$ cat src/rtl/display_pkg.sv
`default_nettype none
// ============================================================================
// Module  : display_pkg
// Purpose : Shared types, constants and helpers for the count_display block.
// Revision: 1.0  initial release
// ============================================================================
package display_pkg;

    typedef enum logic [1:0] {
        IDLE  = 2'd0,
        SHIFT = 2'd1,
        DONE  = 2'd2
    } conv_state_t;

    localparam logic [6:0] SEG_BLANK = 7'h7F;

    // Active-low {g,f,e,d,c,b,a}; entry n sits at SEG_TABLE[n].
    localparam logic [9:0][6:0] SEG_TABLE = {
        7'h10, 7'h00, 7'h78, 7'h02, 7'h12,
        7'h19, 7'h30, 7'h24, 7'h79, 7'h40
    };

    // Double-dabble correction: any BCD nibble of 5 or more gets +3 before the shift.
    function automatic logic [11:0] dd_adjust(input logic [11:0] s);
        logic [11:0] r;
        r = s;
        for (int i = 0; i < 3; i++) begin
            r[4*i +: 4] = (s[4*i +: 4] >= 4'd5) ? s[4*i +: 4] + 4'd3 : s[4*i +: 4];
        end
        return r;
    endfunction

endpackage
`default_nettype wire

$ cat src/rtl/seg7_decoder.sv
`default_nettype none
// ============================================================================
// Module  : seg7_decoder
// Purpose : Combinational BCD nibble to active-low seven-segment pattern.
// Revision: 1.0  initial release
// ============================================================================
module seg7_decoder
    import display_pkg::*;
(
    input  logic [3:0] nibble,
    input  logic       blank,
    output logic [6:0] seg
);

    always_comb begin
        seg = SEG_BLANK;
        if (!blank && (nibble <= 4'd9)) begin
            seg = SEG_TABLE[nibble];
        end
    end

endmodule
`default_nettype wire

$ cat src/rtl/count_display.sv
`default_nettype none
// ============================================================================
// Module  : count_display
// Purpose : 8-bit binary to BCD converter driving a 3-digit multiplexed display.
// Revision: 1.0  initial release
// ============================================================================
module count_display
    import display_pkg::*;
#(
    parameter int SCAN_DIV = 50000,
    parameter int BLANK_LZ = 1
) (
    input  logic        clk,
    input  logic        rst,
    input  logic [7:0]  value,
    output logic [11:0] bcd,
    output logic [6:0]  seg,
    output logic [2:0]  an,
    output logic        busy
);

    localparam int              CNT_W    = $clog2(SCAN_DIV);
    localparam logic [CNT_W-1:0] SCAN_LAST = CNT_W'(SCAN_DIV - 1);
    localparam bit              LZ_EN    = (BLANK_LZ != 0);

    conv_state_t state;
    conv_state_t state_next;

    logic [7:0]       shreg;
    logic [11:0]      scratch;
    logic [11:0]      scratch_adj;
    logic [2:0]       iter;

    logic [CNT_W-1:0] scan_cnt;
    logic [1:0]       digit_idx;
    logic [3:0]       nibble;
    logic             blank;
    logic [2:0]       an_next;
    logic [6:0]       seg_next;

    // ------------------------------------------------------------------
    // Converter FSM
    // ------------------------------------------------------------------
    always_ff @(posedge clk or posedge rst) begin
        if (rst) begin
            state <= IDLE;
        end else begin
            state <= state_next;
        end
    end

    always_comb begin
        state_next = state;
        case (state)
            IDLE:    state_next = SHIFT;
            SHIFT:   if (iter == 3'd7) state_next = DONE;
            DONE:    state_next = IDLE;
            default: state_next = IDLE;
        endcase
    end

    assign scratch_adj = dd_adjust(scratch);
    assign busy        = (state == SHIFT);

    always_ff @(posedge clk or posedge rst) begin
        if (rst) begin
            shreg   <= 8'd0;
            scratch <= 12'd0;
            iter    <= 3'd0;
            bcd     <= 12'd0;
        end else begin
            case (state)
                IDLE: begin
                    shreg   <= value;
                    scratch <= 12'd0;
                    iter    <= 3'd0;
                end
                SHIFT: begin
                    {scratch, shreg} <= {scratch_adj[10:0], shreg, 1'b0};
                    iter             <= iter + 3'd1;
                end
                DONE: begin
                    bcd <= scratch;
                end
                default: ;
            endcase
        end
    end

    // ------------------------------------------------------------------
    // Digit scan: the counter acts as an enable, never as a clock
    // ------------------------------------------------------------------
    always_ff @(posedge clk or posedge rst) begin
        if (rst) begin
            scan_cnt  <= '0;
            digit_idx <= 2'd0;
        end else if (scan_cnt == SCAN_LAST) begin
            scan_cnt  <= '0;
            digit_idx <= (digit_idx == 2'd2) ? 2'd0 : digit_idx + 2'd1;
        end else begin
            scan_cnt <= scan_cnt + 1'b1;
        end
    end

    always_comb begin
        nibble  = bcd[3:0];
        blank   = 1'b0;
        an_next = 3'b110;
        case (digit_idx)
            2'd1: begin
                nibble  = bcd[7:4];
                blank   = LZ_EN && (bcd[11:8] == 4'd0) && (bcd[7:4] == 4'd0);
                an_next = 3'b101;
            end
            2'd2: begin
                nibble  = bcd[11:8];
                blank   = LZ_EN && (bcd[11:8] == 4'd0);
                an_next = 3'b011;
            end
            default: ;
        endcase
    end

    seg7_decoder u_seg7_decoder (
        .nibble (nibble),
        .blank  (blank),
        .seg    (seg_next)
    );

    // an and seg come from the same registered bcd in one edge, so they never skew.
    always_ff @(posedge clk or posedge rst) begin
        if (rst) begin
            an  <= 3'b110;
            seg <= SEG_TABLE[0];
        end else begin
            an  <= an_next;
            seg <= seg_next;
        end
    end

endmodule
`default_nettype wire

$ cat config.mk
export PLATFORM = sky130hd
export DESIGN_NAME = count_display
export DESIGN_NICKNAME = d
export VERILOG_FILES = /design/src/rtl/display_pkg.sv /design/src/rtl/seg7_decoder.sv /design/src/rtl/count_display.sv
export SDC_FILE = /design/constraint.sdc
export NUM_CORES = 1
export LEC_CHECK = 0
export CAP_MARGIN = 20
export CORE_MARGIN = 4
export CORE_UTILIZATION = 51
export DETAILED_ROUTE_END_ITERATION = 10
export PLACE_DENSITY = 0.76
export SYNTH_ARGS = -nofsm -noshare
export SYNTH_HDL_FRONTEND = slang
export SYNTH_SLANG_ARGS = --single-unit
export TNS_END_PERCENT = 50
$ cat constraint.sdc
create_clock -name clk -period 2.1 [get_ports clk]
set_clock_uncertainty 0.2 [all_clocks]
set_input_delay 0.42 -clock clk [delete_from_list [all_inputs] [get_ports clk]]
set_output_delay 0.42 -clock clk [all_outputs]
set_load 0.02 [all_outputs]
* Word level (Yosys, flattened, before mapping) *
Memory sizes are Yosys's and may differ from the RTL's.
Index checks and enable logic that the tools add are counted.

storage, ports and cells
  bits in registers = 65
  bits in read-only memories = 112
  word-level logic and storage cells = 50
  memories = 1

cells by class
  $add $sub $neg = 6
  magnitude comparators = 5
  equality and inequality tests = 7
  mux-type cells = 15
  reduce and logical (&&, ||, !) cells = 7

memory list
  memory           words  width  rd ports  clocked after Yosys merged registers in  wr ports  RTL line            source
  (no name shown)  16     7      1         0                                        0         seg7_decoder.sv:18  seg = SEG_TABLE[nibble];

operator list
  kind                   number
  $pmux 12 s2            1
  $add 16x1->16 const B  1
  $eq 16x16->1 const B   1
  $mux 16                1
  $pmux 8 s2             1
  $mux 7                 2
  $ge 4x3->1 const B     3
  $pmux 3 s2             2
  $add 4x2->4 const B    2
  $logic_not 4->1        2
  $mux 4                 2
  $pmux 4 s2             1
  $lt 4x5->1 const B     1
  $eq 2x1->1 const B     2
  $eq 2x2->1 const B     2
  $le 4x4->1 const B     1
  $mux 2                 2
  $pmux 2 s2             1
  $add 3x1->3 const B    1
  $add 3x2->3 const B    1
  $eq 3x3->1 const B     1
  $mux 3                 1
  $add 2x1->2 const B    1
  $logic_and 1x1->1      2
  other kinds (5)        5

* Logic depth before layout (Yosys ltp) *
  depth after elaboration = 6
  depth in mapped cells = 10
  gate-level depth less buffers = 9

* Hierarchy *
From an unflattened synthesis, not the netlist that was laid out.

unflattened totals
  cell total of the unflattened synthesis = 297
  area total of the unflattened synthesis = 3,153.0 µm²

by module, submodules not included
  module         times used  cells each  area an instance (µm²)  sequential area each (µm²)
  count_display  1           268         2,942.8                 1,630.3
  seg7_decoder   1           29          210.2                   0.0

* Least setup slack after synthesis *
Ideal clock, no wire load.

  path kind = reg-to-reg
  start = register digit_idx[0]
  end = register seg[4]
  setup time = 0.148 ns
  arrival = 1.954 ns
  required time = 1.752 ns
  slack = -0.202 ns
  cell stages (with the launch flop) = 9
  period minus slack after synthesis = 2.302 ns
  path through = dfrtp_1 -> inv_1 -> ha_1 -> clkbuf_2 -> mux2i_1 -> ha_1 -> o221ai_1 -> a2bb2oi_1 -> o211ai_1

between the ends
  word-level cells in the longest chain between the ends = 5
  elaborated cells between the ends (all ways) = 10
  classes of those cells = order compare (1); eq/ne (2); mux (4); reduce/logical (2); memory (1)

ends and longest elaborated chain
  what                                                               RTL line                                source
  start: declaration                                                 count_display.sv:35                     logic [1:0] digit_idx;
  start signal: assignment                                           count_display.sv:99                     digit_idx <= (digit_idx == 2'd2) ? 2'd0 : digit_idx + 2'd1;
  $eq 2x2->1 or $eq 2x1->1 (tied branches)                           count_display.sv:109                    case (digit_idx)
  $pmux 4 s2 or $pmux 1 s2 (tied branches)                           count_display.sv:109
  $mem_v2 16x7, or another cell as far along                         --
  $mux 7 (not written as such) or $logic_and 1x1->1 (tied branches)  seg7_decoder.sv:18, seg7_decoder.sv:17
  $mux 7 *                                                           seg7_decoder.sv:17                      if (!blank && (nibble <= 4'd9)) begin
  via seg_next[4]                                                    count_display.sv:39                     logic [6:0] seg_next;
  end signal: assignment                                             count_display.sv:134                    seg <= SEG_TABLE[0];
  end signal: assignment                                             count_display.sv:137                    seg <= seg_next;
  end: declaration                                                   count_display.sv:17                     output logic [6:0] seg,

The timed path passes the listed nets; every way through them passes the cells marked *. The select of a mux whose other input is x is not followed.
A chain may end at the register's enable or synchronous reset.

* Worst setup path after layout *
  start = register digit_idx[1]
  end = register seg[4]

Same word-level chain as after synthesis.

==> impl_metrics.tcl <==
set metrics [dict create \
    status "finished, violations left" \
    violations "setup timing" \
    async_flop_share 1.000 \
    post_drt_wl_per_cell_um 15.34 \
    worst-setup-path-type "flop to flop" \
    netlist_instances 292 \
    grt_pass1_wl_mm 10.85 \
    htreeDepth 3 \
    power.total_mw 4.043 \
    drive_above_1_share 0.2085 \
    fin_nets 380 \
    grt_pass1_vias 2299 \
    cts.sinks 65 \
    ys_ff_latch 65 \
    start_kind "flop" \
    first_pass_iters 4 \
    coreArea_um2 5956 \
    antenna_left 0 \
    portBuffers 32 \
    maxUsedRoutingLayer "met4" \
    max_stage_delay_ns 0.42 \
    antenna_found_initial 0 \
    vias 2302 \
    tns_ns -0.5352 \
    synth_warnings 0 \
    setup_violations 7 \
    layoutNonFillerInstCount 430 \
    fin_util 0.6889 \
    slowest_stage "dfrtp_1" \
    tightest_slew_ns 0.4825 \
    routabilityCongestion 0.8672 \
    max-cap-violations 0 \
    dp_cells 415 \
    finalCritPeriodShare 1.047 \
    dieArea_um2 7474 \
    path_cells "inv_2, ha_4, mux2i_4, ha_4, o221ai_4, a2bb2oi_4, o211ai_1" \
    clock_path_buffers 2 \
    crit_path_max_fanout 7 \
    detailed_place_hpwl_mm 4.495 \
    p_per_area_nw_per_um2 985.4 \
    cts_made_buffers 9 \
    synth_edf_count 0 \
    finalHoldViolCount 0 \
    track_usage 0.1889 \
    path_common_cell "ha_4" \
    drc 0 \
    worstHoldPathType "input pin to async pin" \
    syn-num-nets 321 \
    row_count 28 \
    die_x_um 86.46 \
    fp.dieH_um 86.46 \
    initial_core_util 0.5271 \
    wl_met1_mm 2.924 \
    area_growth_syn_to_layout_pct 30.69 \
    cts_root_buf "clkbuf_8" \
    wl_met2_mm 3.309 \
    clk_pin_slew_ns 0.07 \
    cts_tree "done" \
    cp_top_family "adder cells" \
    via_per_inst 5.353 \
    antennaDiodeCount 0 \
    synth_ff_type "dfrtp_1" \
    ioPinCount 33 \
    layout_min_cycle_time_ns 2.200 \
    cp-end-kind "flop" \
    dpl-instance-area_um2 3757 \
    first_iter_violations 79 \
    worst_slack_ns -0.09964 \
    ir_worst_vdd_v 0.0007485 \
    relSlewSlack 0.6783 \
    slew_viol_final 0 \
    worstPathRequired_ns 2.12 \
    grt_max_degree 36 \
    avgSynthCellArea_um2 10.75 \
    insertion_delay_ns 0.34 \
    fin_area_um2 4103 \
    wl_met3_um 274 \
    rsz0062_at_grt "true" \
    synth.cell_area_um2 3139 \
    ys_seq_area_frac 0.5193 \
    grt_overflow 0 \
    critPathBufInv 1 \
    p_leak_nw 1.848 \
    ys_types 41 \
    fmax_ghz 0.4546 \
    crit_arrival_ns 2.22 \
    fillCellCount 438 \
    finalWirelength_mm 6.598 \
]
==> logic make-up after synthesis <==
logic type,after synthesis,synth area share
AOI/OAI and AO/OA,59,0.1124
adders and majority gates,19,0.07573
xor gates and xnor gates,17,0.04743
buffers and inverters,27,0.03467
DFF,65,0.5193
muxes,22,0.07373
and+or+nand+nor,83,0.1367
==> routing by layer <==
metal / up-vias / GRT usage
li1: 1125 / -
met1: 1125 / 0.2330
met2: 43 / 0.3136
met3: 9 / 0.06369
met4: 0 / 0.05949
met5: - / 0
==> sequential cells by signal (all words and copies together), names as in the netlist <==
signal,cells
scan_cnt,16
an,3
iter,3
scratch,12
state,2
bcd,12
seg,7
shreg,8
digit_idx,2
==> placed cells by master (no fill, tap or decap), types with 6 or more instances in the layout <==
cell type | netlist | layout
nand2_1 | 32 | 32
dfrtp_1 | 62 | 61
nor2_1 | 15 | 15
mux2_2 | 8 | 8
clkdlybuf4s50_1 | 0 | 26
ha_1 | 19 | 14
xnor2_1 | 9 | 9
mux2i_1 | 13 | 12
buf_4 | 1 | 23
clkbuf_8 | 0 | 10
xor2_1 | 8 | 8
o21ai_0 | 33 | 28
a22o_1 | 7 | 7
inv_1 | 16 | 12
nand2b_1 | 6 | 6
a21oi_1 | 8 | 7
==> cells in the mapped netlist (5+ instances only) <==
master    count  area, um2
mux2i_1      13      130.1
nand2b_1      6      37.54
xnor2_1       9      78.83
a21oi_1       8      40.04
ha_1         19      237.7
a22o_1        7      61.31
dfrtp_1      62       1551
nand4_1       5      31.28
clkbuf_1      6      22.52
inv_1        16      60.06
nand3_1       5      25.02
nor2_1       15      56.30
o21ai_0      33      165.2
nand2_1      32      120.1
mux2_2        8      90.09
xor2_1        8      70.07
==> area by class of cell <==
class / instances / area, um2 / area share
inverter: 17 / 67.56 / 0.01647
clock buffer: 12 / 145.1 / 0.03538
tap: 75 / 93.84 / 0.02287
sequential: 65 / 1632 / 0.3977
multi-input combinational: 200 / 1548 / 0.3772
timing repair buffer: 58 / 551.8 / 0.1345
clock inverter: 3 / 65.06 / 0.01586
==> power breakdown <==
group,leakage [nW],total (mW),switching [mW],internal [mW]
Sequential,0.840,1.62,0.163,1.45
Combinational,0.901,1.27,0.658,0.616
Clock,0.106,1.15,0.458,0.693
Total,1.85,4.04,1.28,2.76
==> repair_timing <==
action,CTS,global route
pin swaps,5,6
setup buffers,0,0
endpoints found under the hold margin,0,0
resized for setup,21,11
hold buffers,0,0
setup endpoints to repair,9,13
==> metrics by stage <==
stage	setup slack, ns	hold slack [ns]
6_report	-0.09964	0.1469
5_1_grt	-0.1865	0.1450
4_1_cts	-0.0003282	0.1385
3_5_place_dp	-0.2295	0.2713
3_3_place_gp	-0.09570	0.2649
2_1_floorplan	-0.01935	0.2496
==> worst reg2reg max path, stage by stage (launching register included) <==
cell,delay (ns)
dfrtp_1,0.42
inv_2,0.10
ha_4,0.33
mux2i_4,0.34
ha_4,0.20
o221ai_4,0.13
a2bb2oi_4,0.24
o211ai_1,0.12
==> worst paths after layout <==
path / from / end / slack (ns) / cells after the start
setup / recovery: digit_idx[1] / seg[4] / -0.1 / 7
hold / removal: rst / seg[4] / 0.15 / 2
setup reg to reg: digit_idx[1] / seg[4] / -0.1 / 7
hold reg to reg: scratch[9] / scratch[9] / 0.28 / 2
max in group asynchronous: rst / an[1] / 1.04 / 3
min in group clk: scratch[9] / scratch[9] / 0.28 / 2
No activity file was read; power rests on OpenSTA's default activity.
